### src/rtl/mem_stage_pkg.sv
// Shared types for the MEM stage: FSM encoding, MEM/WB field widths and the
// MEM/WB payload layout used by the top and the pipeline register bank.
package mem_stage_pkg;

  localparam int unsigned REG_W   = 3;
  localparam int unsigned DATA_W  = 32;
  localparam int unsigned BYTE_W  = 8;
  localparam int unsigned TIMER_W = 8;

  typedef enum logic [1:0] {
    IDLE  = 2'd0,
    WAIT  = 2'd1,
    FAULT = 2'd2
  } state_e;

  typedef struct packed {
    logic              valid;
    logic              alu_reg_write;
    logic              mem_reg_write;
    logic [REG_W-1:0]  alu_rd;
    logic [REG_W-1:0]  mem_rd;
    logic [DATA_W-1:0] alu_result;
    logic [DATA_W-1:0] mem_load_data;
  } mem_wb_t;

  function automatic logic [DATA_W-1:0] zext_byte(input logic [BYTE_W-1:0] b);
    return {{(DATA_W-BYTE_W){1'b0}}, b};
  endfunction

  // A bubble kills the slot and its writebacks but leaves the data fields alone.
  function automatic mem_wb_t to_bubble(input mem_wb_t s);
    mem_wb_t r;
    r               = s;
    r.valid         = 1'b0;
    r.alu_reg_write = 1'b0;
    r.mem_reg_write = 1'b0;
    return r;
  endfunction

endpackage

### src/rtl/mem_stage_mem_wb.sv
// MEM/WB pipeline register bank: enable holds, bubble kills the slot,
// otherwise the incoming bundle is captured.
module pipeline_MEM_WB
  import mem_stage_pkg::*;
(
  input  logic    clk,
  input  logic    rst_n,
  input  logic    en_i,
  input  logic    bubble_i,
  input  mem_wb_t d_i,
  output mem_wb_t q_o
);

  mem_wb_t q_q;

  // NOTE: sequential state uses non-blocking (<=) so every flop samples the
  // pre-edge values regardless of statement order.
  always_ff @(posedge clk or negedge rst_n) begin
    if (!rst_n) begin
      q_q <= '0;
    end else if (en_i) begin
      q_q <= bubble_i ? to_bubble(q_q) : d_i;
    end
  end

  assign q_o = q_q;

endmodule

### src/rtl/mem_stage.sv
// MEM stage of the two-lane VLIW pipeline: byte load/store over a req/ack
// bus with a timeout FSM, stall generation and the MEM/WB register.
module mem_stage
  import mem_stage_pkg::*;
#(
  parameter int unsigned TIMEOUT_CYCLES = 15
) (
  input  logic              clk,
  input  logic              reset,
  input  logic              p4_pipeline_regWrite,
  input  logic              MEM_flush,
  input  logic              p3_valid,
  input  logic              p3_memRead,
  input  logic              p3_memWrite,
  input  logic              p3_alu_regWrite,
  input  logic              p3_mem_regWrite,
  input  logic [REG_W-1:0]  p3_alu_rd,
  input  logic [REG_W-1:0]  p3_mem_rd,
  input  logic [BYTE_W-1:0] p3_mem_reg_rd,
  input  logic [DATA_W-1:0] p3_alu_aluOut,
  input  logic [DATA_W-1:0] p3_mem_address,
  output logic              dmem_req,
  output logic              dmem_we,
  output logic [DATA_W-1:0] dmem_addr,
  output logic [BYTE_W-1:0] dmem_wdata,
  input  logic              dmem_ack,
  input  logic [BYTE_W-1:0] dmem_rdata,
  output logic              mem_stall,
  output logic              mem_fault,
  output logic              p4_valid,
  output logic              p4_alu_regWrite,
  output logic              p4_mem_regWrite,
  output logic [REG_W-1:0]  p4_alu_rd,
  output logic [REG_W-1:0]  p4_mem_rd,
  output logic [DATA_W-1:0] p4_alu_result,
  output logic [DATA_W-1:0] p4_mem_loadData
);

  localparam logic [TIMER_W-1:0] TIMEOUT_LIMIT = TIMER_W'(TIMEOUT_CYCLES);

  state_e             state_q;
  logic [TIMER_W-1:0] timer_q;
  logic [TIMER_W-1:0] timer_inc;
  logic               acc;
  mem_wb_t            wb_d;
  mem_wb_t            wb_q;

  assign acc       = p3_valid & (p3_memRead | p3_memWrite);
  assign timer_inc = (timer_q == '1) ? timer_q : timer_q + 1'b1;

  always_ff @(posedge clk or negedge reset) begin
    if (!reset) begin
      state_q <= IDLE;
      timer_q <= '0;
    end else begin
      case (state_q)
        IDLE: begin
          if (acc && !dmem_ack) begin
            state_q <= WAIT;
            timer_q <= '0;
          end
        end
        WAIT: begin
          if (dmem_ack) begin
            state_q <= IDLE;
          end else begin
            timer_q <= timer_inc;
            if (timer_inc >= TIMEOUT_LIMIT) state_q <= FAULT;
          end
        end
        FAULT:   state_q <= FAULT;
        default: state_q <= IDLE;
      endcase
    end
  end

  // NOTE: every signal driven here gets a default first so no latch is inferred.
  // Gating with reset makes a request abandoned by reset drop immediately.
  always_comb begin
    dmem_req  = 1'b0;
    mem_stall = 1'b0;
    if (reset) begin
      case (state_q)
        IDLE: begin
          dmem_req  = acc;
          mem_stall = acc & ~dmem_ack;
        end
        WAIT: begin
          dmem_req  = 1'b1;
          mem_stall = acc & ~dmem_ack;
        end
        FAULT: begin
          dmem_req  = 1'b0;
          mem_stall = 1'b1;
        end
        default: begin
          dmem_req  = 1'b0;
          mem_stall = 1'b0;
        end
      endcase
    end
  end

  assign mem_fault  = (state_q == FAULT);
  assign dmem_we    = p3_memWrite;
  assign dmem_addr  = p3_mem_address;
  assign dmem_wdata = p3_mem_reg_rd;

  // A bundle with both read and write set is treated as a store: no load writeback.
  always_comb begin
    wb_d               = '0;
    wb_d.valid         = p3_valid;
    wb_d.alu_reg_write = p3_alu_regWrite & p3_valid;
    wb_d.mem_reg_write = p3_mem_regWrite & p3_valid & ~(p3_memRead & p3_memWrite);
    wb_d.alu_rd        = p3_alu_rd;
    wb_d.mem_rd        = p3_mem_rd;
    wb_d.alu_result    = p3_alu_aluOut;
    wb_d.mem_load_data = zext_byte(dmem_rdata);
  end

  pipeline_MEM_WB u_mem_wb (
    .clk      (clk),
    .rst_n    (reset),
    .en_i     (p4_pipeline_regWrite),
    .bubble_i (MEM_flush | mem_stall),
    .d_i      (wb_d),
    .q_o      (wb_q)
  );

  assign p4_valid        = wb_q.valid;
  assign p4_alu_regWrite = wb_q.alu_reg_write;
  assign p4_mem_regWrite = wb_q.mem_reg_write;
  assign p4_alu_rd       = wb_q.alu_rd;
  assign p4_mem_rd       = wb_q.mem_rd;
  assign p4_alu_result   = wb_q.alu_result;
  assign p4_mem_loadData = wb_q.mem_load_data;

endmodule
### config.mk
export PLATFORM = sky130hd
export DESIGN_NAME = mem_stage
export DESIGN_NICKNAME = d
export VERILOG_FILES = /design/src/rtl/mem_stage_pkg.sv /design/src/rtl/mem_stage_mem_wb.sv /design/src/rtl/mem_stage.sv
export SDC_FILE = /design/constraint.sdc
export NUM_CORES = 1
export LEC_CHECK = 0
export ABC_AREA = 1
export CAP_MARGIN = 20
export CORE_MARGIN = 4
export CORE_UTILIZATION = 55
export DETAILED_ROUTE_END_ITERATION = 8
export DONT_BUFFER_PORTS = 1
export PLACE_DENSITY = 0.71
export SYNTH_ARGS = -nofsm -noshare
export SYNTH_HDL_FRONTEND = slang
export SYNTH_SLANG_ARGS = --single-unit
### constraint.sdc
create_clock -name clk -period 1.77 [get_ports clk]
set_input_delay 0.177 -clock clk [delete_from_list [all_inputs] [get_ports clk]]
set_output_delay 0.177 -clock clk [all_outputs]
set_load 0.005 [all_outputs]
==> results of run 1 <==
## state kept, by name, summed over array words and instances (netlist names)
register      flops
u_mem_wb.q_o     49
timer_q           8
state_q           2
## area by class of cell
cell class / count / area, um^2
inverter: 18 / 67.6
multi-input combinational: 248 / 1140
fill: 475 / 2060
sequential: 59 / 1480
clock buffer: 11 / 151
timing repair buffer: 51 / 536
tap: 72 / 90.1
clock inverter: 3 / 15.0
## cell families after synthesis
logic type,count (synthesis)
simple gates,204
compound gates,18
flops,59
other cells,1
fa+ha+maj,1
xor+xnor,1
buf+inv,98
## worst reg2reg max path, delay by kind of cell (launching register included)
family          cells  cell delay [ns]
flops               1             0.41
simple gates        8             0.76
fa+ha+maj           1             0.26
compound gates      1             0.07
## final timing paths
path | from | to | depth (start not counted)
setup / recovery | state_q[1] | mem_stall | 5
hold / removal | p3_mem_rd[0] | u_mem_wb.q_o[64] | 2
setup reg to reg | timer_q[0] | state_q[0] | 10
hold reg to reg | u_mem_wb.q_o[64] | u_mem_wb.q_o[64] | 2
max in group asynchronous | reset | timer_q[3] | 2
min in group asynchronous | reset | u_mem_wb.q_o[3] | 2
## per-stage QoR
step	setup WS, ns	instances	instance area [um^2]
2_1_floorplan	0.351	405	3240
3_3_place_gp	0.227	404	2830
3_5_place_dp	0.190	404	2830
4_1_cts	0.0514	462	3470
5_1_grt	0.0277	462	3480
6_report	0.135	462	3480
## timing repair
item	4_1_cts	5_1_grt
gates resized for setup	2	3
endpoints found under the hold margin	101	0
hold buffers	44	0
endpoints found under the setup margin	1	1
pin swaps	0	0
setup buffers	0	0
## synth_stat cells (all sizes together) (2+ instances only)
master	instances	share of area, %
a21oi	3	0.48
buf	77	18
clkbuf	3	0.36
dfrtp	59	47
inv	18	2.1
nand2	128	16
nand3	58	9.4
nor2	12	2.3
nor3	2	0.48
o21ai	9	1.5
o22ai	3	0.60
## per-layer routing
metal	wire, um	share of wire, %	track usage (%)	vias up
met5	0	0	0	-
met4	170	2.3	8.92	0
met3	776	11	9.38	18
met2	3640	50	32.9	144
met1	2700	37	25.5	1128
li1	-	-	-	1130
## power breakdown
part	internal [W]	switching, W
combinational	0.000253	0.000339
sequential	0.00156	0.000200
clock	0.000561	0.000490
total	0.00237	0.00103
==> metrics, run 1 <==
EDFF count, synth=0; fin. max-slew vios=0; setup tns final=0 ns; compound-cell area share of the yosys netlist=3.34%; reg2reg setup slack=0.16 ns; WP data required=1.59 ns; # diodes=0; CTS sink cnt=59; routed vias=2,420; Post-Route WL=7.28 mm; row count=27; vias in the first global route=2,411; dpl hpwl=4.61 mm; Synthesis Warnings=0; vias per cell=5.24; crit path kind=flip-flop to output port; Crit path largest cell delay=0.44 ns; final clock skew=0.0116 ns; fmax=612 MHz; number of distinct library cells after synthesis=32; largest family of logic cells by synthesized area=simple AND/OR/NAND/NOR gates; min Tclk post-route=1.63 ns; Lkg Pwr=1.80 nW; Max Fanout on Critical Path=47; mux share of post-synthesis cell area=0%; unrepaired setup endpoints after global routing=false; Fin. Hold Viols=0; Max stage delay cell, worst path=dfrtp_1; first-pass GRT wire length=11.9 mm; simple logic cell fraction of the synthesized area=28.7%; GPL Wtd Cong=0.817; grt ovf=0; die area=7000 um^2; total power=0.00340 W; commonest non-fill, non-tap cell in the layout=nand2_1; # Max-Cap Violations=0; Tot GR Track Use=21.2%; share of layout cells above drive strength 1=10.3%; TritonCTS clock tree=yes; DRT antenna net count=0; Post-Syn Area=3150 um^2; most frequent cells in the layout=nand2_1 (125), dfrtp_1 (59), nand3_1 (57); layout net count=484; CTS Buf Count=9; sequential share of the synthesized area=46.9%; worst hold path class=primary input to flip-flop; Synth Area in XOR/XNOR=0.278%; Worst setup SP type=flip-flop; period utilization=92.4%; synthesized-area fraction occupied by adder cells=0.397%; drt wl/cell=15.8 um; initial antenna violation count=0; Top FF cell, synth=dfrtp_1; Die X=83.7 um; WHS=0.0111 ns; status=completed; area grow syn2layout=10.4%; WP data arrival=1.46 ns; cell count after synthesis=382; CP Cell Sequence=inv_2 -> nor2_2 -> o21ai_4 -> buf_12 -> inv_1; asr flop ratio synth=100%; initial cell density of the core=56.8%; worst skew pair latency=0.33 ns; syn avg cell area=8.24 um^2; DR iter-0 viols=123; 1st-pass router iterations=4; VDD IR max=537 uV; largest net degree at the start of global routing=60; WP buf/inv=3; H-tree depth=3; die height=83.7 um; CTS clock-pin slew for the worst setup and hold paths=0.06 ns; Core Area=5540 um^2; CTS Buffer Depth=2; family with the most delay on the worst path=flip-flops; clock root buffer=clkbuf_8; I/O Buffers=0; fin util=62.7%; #FFs+latches synth=59; CP endpoint kind=output port; num ports=213; PD cells=978 nW/um^2; # setup viols final=0; DRC=0
(Power assumes the default switching activity.)
==> inputs of run 2 (changes only) <==
- ABC_AREA: 1 -> 0
- CORE_AREA: default -> 2 2 82 84
- CORE_MARGIN: 4 -> default
- CORE_UTILIZATION: 55 -> default
- DIE_AREA: default -> 0 0 84 86
- PLACE_DENSITY: 0.71 -> 0.64
==> run 2 against run 1 <==
  * Critical endpoint is now u_mem_wb.q_o[35]
  * Highest routed layer unchanged
  * Largest power group unchanged
  * Largest cell class unchanged
  * Utilization decreased by 6.3 points
  * Global-route usage fell by 4.3 points
  * Register-to-register slack lost 0.08 ns
==> metrics, run 2 <==
I/O Buffers=0 (unchanged); r2r worst-path depth=6 (-4); period utilization=95.2% (+2.9 points); grt ovf=0 (unchanged); Reg power frac=46.6% (-5.1 points); routed vias=1,843 (-24%); num ports=213 (unchanged); Synthesis Warnings=0 (unchanged); die area=7220 um^2 (+3.2%); TritonCTS clock tree=yes; DRC=0 (unchanged); fin util=56.4% (-6.3 points); row count=29 (+7.4%); Top FF cell, synth=dfrtp_1; switching share of power=27.2% (-3.1 points); worst hold path class=primary input to flip-flop; number of distinct library cells after synthesis=44 (+38%); CTS sink cnt=59 (unchanged); min Tclk post-route=1.69 ns (+0.0511 ns); vias per cell=5.18 (-1.2%); syn avg cell area=12.2 um^2 (+48%); total power=0.00426 W (+25%); cell count after synthesis=250 (-35%); status=completed; area grow syn2layout=16.3%; power share of the clock group=31.7% (+0.8 points); first-pass GRT wire length=9.50 mm (-20%); Worst setup SP type=flip-flop; worst skew pair latency=0.33 ns (about the same); r2r endpoint=u_mem_wb.q_o[35]; Core Area=6280 um^2 (+13%); setup tns final=0 ns (unchanged); share of layout cells above drive strength 1=29.0% (+19 points); WP buf/inv=2 (-1); dpl hpwl=3.72 mm (-19%); CP Cell Sequence=nand2b_1 -> o31ai_2 -> a211oi_4 -> buf_6 -> buf_6 -> mux2_2; CP endpoint kind=flip-flop; Max stage delay cell, worst path=dfrtp_1; drt wl/cell=17.7 um (+12%); most frequent CP cell=buf_6; initial cell density of the core=48.5% (-8.3 points); die height=86 um (+2.8%); largest net degree at the start of global routing=60 (unchanged); WP data arrival=1.90 ns (+0.44 ns); initial antenna violation count=0 (unchanged); Post-Syn Area=3040 um^2 (-3.3%); Hold Startpoint=p3_alu_aluOut[13]; # Max-Cap Violations=0 (unchanged); WP data required=1.98 ns (+0.39 ns); GPL Wtd Cong=0.840 (+2.8%); vias in the first global route=1,849 (-23%); switching power=0.00116 W (+13%); Comb pwr share=21.7% (+4.3 points); sequential share of the synthesized area=48.5% (+1.6 points); Lkg Pwr=1.55 nW (-14%); 1st-pass router iterations=4 (unchanged); unrepaired setup endpoints after global routing=false; reg2reg start=state_q[1]; # diodes=0 (unchanged); synth top area cells=dfrtp_1 (48%), buf_4 (17%), mux2_2 (14%); clock root buffer=clkbuf_8; Fin. Hold Viols=0 (unchanged); H-tree depth=3 (unchanged); CTS Buf Count=9 (unchanged); DR iter-0 viols=67 (-46%); VDD IR max=689 uV (+28%); most frequent cells in the layout=dfrtp_1 (59), dlygate4sd3_1 (47), mux2_2 (39); CTS Buffer Depth=2 (unchanged); final clock skew=0.00503 ns (-0.00652 ns); commonest non-fill, non-tap cell in the layout=dfrtp_1; top cell type's share of synthesized area=48.5% (+1.6 points); EDFF count, synth=0 (unchanged); Setup crit start=state_q[1]; # setup viols final=0 (unchanged); Crit path largest cell delay=0.40 ns (-0.04 ns); Post-synth top cells=buf_4 (68), dfrtp_1 (59), mux2_2 (39), inv_1 (7), mux2_4 (7); fin. max-slew vios=0 (unchanged); Die X=84 um (+0.39%); Max Fanout on Critical Path=9 (-81%); most common cell in the netlist=buf_4; Post-Route WL=6.30 mm (-14%); Int Pwr=0.00310 W (+31%); PD cells=1200 nW/um^2 (+23%); DRT antenna net count=0 (unchanged); crit path kind=flip-flop to flip-flop; #FFs+latches synth=59 (unchanged); family with the most delay on the worst path=flip-flops; largest area contributor in the netlist=dfrtp_1; asr flop ratio synth=100% (unchanged); layout net count=371 (-23%); worst hold stages=1 (-1); Tot GR Track Use=16.9% (-4.3 points); reg2reg setup slack=0.08 ns (-0.08 ns); hold endpoint=u_mem_wb.q_o[45]; fmax=593 MHz (-3.0%); CTS clock-pin slew for the worst setup and hold paths=0.07 ns (about the same); max reg flops=49 (unchanged)
run 2: cell count changes after synthesis, moves of 4 or more:
cell     before  now
nand2_1     125    4
mux2_4        0    7
inv_1        17    7
nor2_2        5    0
mux2_2        0   39
buf_2         4    0
nand3_1      57    4
run 2: timing repair:
item	in CTS	in global routing
gates resized for setup	0	2
hold buffers	47	1
endpoints found under the setup margin	0	40
setup buffers	0	2
endpoints found under the hold margin	105	1
run 2: worst max-delay path by stage:
| stage | endpoint | slack, ns | cells after the start |
|---|---|---|---|
| 2_1_floorplan | state_q[1] | 0.07 | 6 |
| 3_3_place_gp | u_mem_wb.q_o[47] | 0.10 | 5 |
| 3_5_place_dp | u_mem_wb.q_o[45] | 0.03 | 5 |
| 4_1_cts | u_mem_wb.q_o[45] | 0.008 | 5 |
| 5_1_grt | u_mem_wb.q_o[2] | 0.005 | 6 |
| 6_report | u_mem_wb.q_o[35] | 0.08 | 6 |
run 2: per-layer routing:
| layer | wire length, um | part of all wire (%) | up-vias | GRT usage [%] |
|---|---|---|---|---|
| li1 | - | - | 828 | - |
| met1 | 2620 | 42 | 895 | 19.8 |
| met2 | 3050 | 48 | 101 | 27.0 |
| met3 | 530 | 8.4 | 19 | 7.03 |
| met4 | 102 | 1.6 | 0 | 8.06 |
| met5 | 0 | 0 | - | 0 |
run 2: kinds of logic after synthesis:
logic type	after synthesis	share of synthesized area (%)
muxes	46	17.9
and+or+nand+nor	30	5.47
AOI/OAI and AO/OA	33	8.43
buffers and inverters	79	18.9
xor gates and xnor gates	1	0.288
DFF	59	48.5
adders and majority gates	1	0.411
other	1	0.123
run 2: power groups by stage:
stage / Combinational (W) / Clock, W / Sequential [W]
after floorplan: 0.000697 / 0 / 0.00195
after global placement: 0.000744 / 0 / 0.00199
after detailed placement: 0.000773 / 0 / 0.00200
after CTS: 0.000892 / 0.00138 / 0.00198
after global routing: 0.00101 / 0.00145 / 0.00203
final: 0.000922 / 0.00135 / 0.00198
run 2: through the flow:
| stage | worst slack (ns) | hold slack (ns) | area [um^2] | instances |
|---|---|---|---|---|
| after floorplan | 0.0691 | -0.119 | 3130 | 273 |
| after global placement | 0.102 | -0.117 | 2770 | 288 |
| after detailed placement | 0.0319 | -0.117 | 2770 | 288 |
| after CTS | 0.00806 | 0.0000357 | 3470 | 351 |
| after global routing | 0.00490 | 0.00115 | 3540 | 356 |
| final | 0.0841 | 0.0165 | 3540 | 356 |
run 2: area by class of cell:
type	count	area [um^2]
clock inverter	4	73.8
clock buffer	12	145
tap	77	96.3
fill	504	2740
sequential	59	1480
timing repair buffer	62	644
multi-input combinational	135	1080
inverter	7	26.3
